===== src/rtl/aq_hpcp_cnt.sv =====
// aq_hpcp_cnt: selected-event capture and 64-bit mhpmcounter increment.
// Define AQ_HPCP_OVF_EN to add the sticky wrap flag and its clear input.
module aq_hpcp_cnt #(
    parameter int HPMCNT_NUM   = 42,
    parameter int HPMEVT_WIDTH = 6
) (
    input  logic                  eventx_clk,
    input  logic                  cpurst_b,
    input  logic [63:0]           eventx_value,
    input  logic [HPMCNT_NUM-1:0] hpcp_event_bus,
    input  logic                  cntx_inhibit,
    input  logic                  cntx_wen,
    input  logic [63:0]           hpcp_wdata,
`ifdef AQ_HPCP_OVF_EN
    input  logic                  cntx_ovf_clr,
    output logic                  cntx_ovf,
`endif
    output logic [63:0]           cntx_value,
    output logic                  cntx_clk_en
);

    logic [HPMEVT_WIDTH-1:0] sel;
    logic                    hit_raw;
    logic                    hit_q;
    logic [63:0]             value;
    logic                    unused_sel_hi;

    assign sel           = eventx_value[HPMEVT_WIDTH-1:0];
    assign unused_sel_hi = ^eventx_value[63:HPMEVT_WIDTH];

    // Code 0 and codes above HPMCNT_NUM match nothing and never count.
    always_comb begin
        hit_raw = 1'b0;
        for (int i = 1; i <= HPMCNT_NUM; i++) begin
            if (sel == HPMEVT_WIDTH'(i)) begin
                hit_raw = hpcp_event_bus[i-1];
            end
        end
    end

    always_ff @(posedge eventx_clk or negedge cpurst_b) begin
        if (!cpurst_b) begin
            hit_q <= 1'b0;
        end else begin
            hit_q <= hit_raw & ~cntx_inhibit & ~cntx_wen;
        end
    end

    // A write overrides a pending hit; that increment is dropped.
    always_ff @(posedge eventx_clk or negedge cpurst_b) begin
        if (!cpurst_b) begin
            value <= 64'd0;
        end else if (cntx_wen) begin
            value <= hpcp_wdata;
        end else if (hit_q) begin
            value <= value + 64'd1;
        end
    end

    assign cntx_value = value;

`ifdef AQ_HPCP_OVF_EN
    logic wrap;
    logic ovf_q;

    assign wrap = hit_q & ~cntx_wen & (value == {64{1'b1}});

    always_ff @(posedge eventx_clk or negedge cpurst_b) begin
        if (!cpurst_b) begin
            ovf_q <= 1'b0;
        end else if (wrap) begin
            ovf_q <= 1'b1;
        end else if (cntx_ovf_clr) begin
            ovf_q <= 1'b0;
        end
    end

    assign cntx_ovf    = ovf_q;
    assign cntx_clk_en = hit_raw | hit_q | cntx_wen | cntx_ovf_clr;
`else
    assign cntx_clk_en = hit_raw | hit_q | cntx_wen;
`endif

endmodule


===== config.mk =====
export PLATFORM = sky130hd
export DESIGN_NAME = aq_hpcp_cnt
export DESIGN_NICKNAME = d
export VERILOG_FILES = /design/src/rtl/aq_hpcp_cnt.sv
export SDC_FILE = /design/constraint.sdc
export NUM_CORES = 1
export LEC_CHECK = 0
export CAP_MARGIN = 30
export CORE_ASPECT_RATIO = 2
export CORE_MARGIN = 4
export CORE_UTILIZATION = 36
export DETAILED_ROUTE_END_ITERATION = 16
export PLACE_DENSITY = 0.79
export SLEW_MARGIN = 20
export SYNTH_ARGS = -nofsm -noshare
export SYNTH_HDL_FRONTEND = slang
export SYNTH_SLANG_ARGS = --single-unit
export TNS_END_PERCENT = 30

===== constraint.sdc =====
create_clock -name eventx_clk -period 2.6 [get_ports eventx_clk]
set_clock_uncertainty 0.2 [all_clocks]
set_input_delay 0.52 -clock eventx_clk [delete_from_list [all_inputs] [get_ports eventx_clk]]
set_output_delay 0.52 -clock eventx_clk [all_outputs]
set_load 0.02 [all_outputs]

==> results.md <==
- Setup TNS: -0.4795 ns
- Arr. time, crit path: 2.36 ns
- Most frequent cell after synthesis: nand2_1
- Vias: 4,590
- Leading post-synthesis cells by cell area: dfrtp_1, nand2_1, xor2_1, xnor2_1, o21ai_0
- Synthesized area per cell: 8.820 um2
- Cts hold-fix bufs: 0
- Crit-path cells: clkdlybuf4s50_1, mux2_2, o22ai_2, a22oi_1, nand3_1, o211ai_1, or3_4, buf_6
- Synth warn: 0
- Via density: 5.394
- Antenna violations before repair: 0
- Total CTS buffers: 9
- Slew margin rel.: 53.93%
- Yosys top cell area share: 37.64%
- Pwr Density: ~470 nW/um2
- Cell area after layout: around 7100 um2
- Element type at the critical path end: primary output
- Synth area leader: dfrtp_1
- CTS clk-pin slew, worst paths: approximately 0.060 ns
- DP HPWL: 12,090 um
- Vias in the first global route: a little under 5,000
- RSZ-0062 raised after global routing: yes
- Leakage power: 2.856 nW
- Routed Antenna Nets: 0
- Starting Density: 36.71%
- GRT Util Overall: 22.28%
- Hold slack: 0.01772 ns
- Post-synth EDFFs: 0
- Die width: 85.48 um
- Detailed Route WL: ~15,000 um
- Slowest cell on crit path: clkdlybuf4s50_1
- Number of distinct library cells after synthesis: 60
- Latest clock arrival within the worst-skew pair: 0.33 ns
- Final setup margin: -0.4795 ns
- Failing checks: negative setup slack
- Placed Area: between 6000 and 7000 um2
- Htree depth: 3
- Fmax: ~320 MHz
- Final Hold Fails: 0
- CTS tree: yes
- Drt first pass iters: 4
- Largest net degree at the start of global routing: 80
- Post-synth top cells: nand2_1, dfrtp_1, o21ai_0
- Worst Path Required: ~1.9 ns
- Slowest cell delay on critical path: 0.46 ns
- Gate Count Post-Synth: between 400 and 500
- Syn Std Cell Area: 4322 um2
- DRC errors left: 0
- R2R cell count: 6
- Fraction of layout cells with a size suffix above 1: 17.99%
- Gp weighted congestion: roughly 0.9
- Maximum clock insertion buffer count: 2
- #FFs+latches synth: 65
- Async set or reset register ratio after synthesis: 100.0%
- Max-cap viol count: 0
- Core Region: ~12,000 um2
- Worst min path class: input pin to async pin
- Final setup vio count: 1
- CTS root buf: clkbuf_16
- Syn_nets: 665
- CTS Sinks: 65
- Critical Path Source Type: input pin
- Pre-CTS setup slack: -1.466 ns
- Status: finished, violations left
- Sequential element share of the synthesized area: between 30% and 40%
- IO Pins: ~240
- DRT iter0 DRCs: 187
- Area growth syn-to-layout: 64.45%
- Total gr overflow: 0
- Tmin final: 3.080 ns
- IO buf count: 180
- Chip height: 163.0 um
- Final Slew Violations: 0
- Wire per inst: around 18 um
- Diodes inserted: 0
- Slew @ Worst Pin: 0.6911 ns
- Period utilization: 118.4%
- CP max FO: 2
- Die area: 13,930 um2
- First-pass GRT wire length: approximately 24,000 um
- Std-Cell Rows: 56
- NumNets Final: 876
- Main flop type after synthesis: dfrtp_1
- Crit Path Class: input pin to primary output
- Layout Utilization: just over 60%
- Max IR drop VDD: between 0.0003 and 0.0004 V
-- placed cells by master (no fill, tap or decap), types with 3 or more instances in the layout --
| master | instances |
|---|---|
| buf_6 | 9 |
| nor4_2 | 10 |
| o211ai_1 | 3 |
| xnor2_1 | 26 |
| dfrtp_1 | 65 |
| nand3_1 | 27 |
| nor2b_1 | 6 |
| mux4_2 | 3 |
| buf_4 | 35 |
| buf_12 | 4 |
| buf_2 | 5 |
| clkbuf_16 | 9 |
| dlymetal6s2s_1 | 6 |
| nor2_1 | 12 |
| o21ai_0 | 39 |
| xor2_1 | 37 |
| o221ai_1 | 3 |
| nand4_1 | 19 |
| nor3_4 | 3 |
| nand2_1 | 87 |
| o21ai_1 | 26 |
| clkdlybuf4s50_1 | 155 |
| nor3_1 | 4 |
| or3_4 | 3 |
| mux2_2 | 6 |
| dlygate4sd2_1 | 9 |
| inv_1 | 8 |
| and3_1 | 15 |
-- stage by stage --
step / cells / power, mW
2_1_floorplan: 490 / 1.590
3_3_place_gp: 830 / 2.103
3_5_place_dp: 830 / 2.116
4_1_cts: 850 / 3.393
5_1_grt: 851 / 3.517
6_report: 851 / 3.375
-- kinds of logic (layout without fill, tap and decap cells) --
logic type | count (synthesis) | count (layout) | synth area share (%)
AO/OA/AOI/OAI | 94 | 94 | 12.97
XOR/XNOR | 63 | 63 | 12.77
buffers and inverters | 36 | 252 | 3.735
multiplexers | 13 | 13 | 4.111
adder cells (fa/ha/maj) | 1 | 1 | 0.2895
AND/OR/NAND/NOR | 218 | 218 | 28.49
flip-flops | 65 | 65 | 37.64
-- final cells by class --
| class | instances | area [um2] |
|---|---|---|
| fillers | 1026 | 4664 |
| multi-input cells | 389 | 2730 |
| repair buffers | 228 | 2232 |
| flip-flops and latches | 65 | 1627 |
| clock buffers | 10 | 239.0 |
| well taps | 145 | 181.4 |
| clock inverters | 6 | 67.56 |
| inverters | 8 | 30.03 |
-- layer usage --
layer  routed length, um  global-route usage (%)  vias up
li1                    -                       -     2174
met1                5227                   21.90     2193
met2                8799                   43.70      187
met3                 868                   3.241       36
met4                 527                   10.88        0
met5                   0                       0        -
-- power by group --
part	leakage (nW)	internal, mW	switching [mW]	total [mW]
sequential	0.790	1.10	0.120	1.22
clock	0.145	0.770	0.462	1.23
combinational	1.92	0.494	0.425	0.919
-- path summary, 6_finish.rpt --
path	from	endpoint	slack [ns]
worst max-delay path	hpcp_event_bus[39]	cntx_clk_en	-0.48
worst min-delay path	cpurst_b	cntx_value[23]	0.02
worst max register to register	cntx_value[20]	cntx_value[59]	0.19
worst min register to register	cntx_value[24]	cntx_value[24]	0.40
max in group asynchronous	cpurst_b	cntx_value[45]	1.57
min in group eventx_clk	cntx_value[24]	cntx_value[24]	0.40
-- worst max-delay path: cells and delay by family --
kind	cells	cell delay, ns
buf+inv	2	0.60
simple gates	2	0.52
compound gates	3	0.40
mux	1	0.31
-- what timing repair did --
action	4_1_cts	5_1_grt
cloned	0	0
setup buffers	4	1
setup endpoints to repair	1	2
resized for setup	67	27
pin swaps	12	18
-- sequential cells by signal (all words and copies together), names as in the netlist --
register / count
cntx_value: 64
hit_q: 1
No activity file was read; power rests on OpenSTA's default activity.
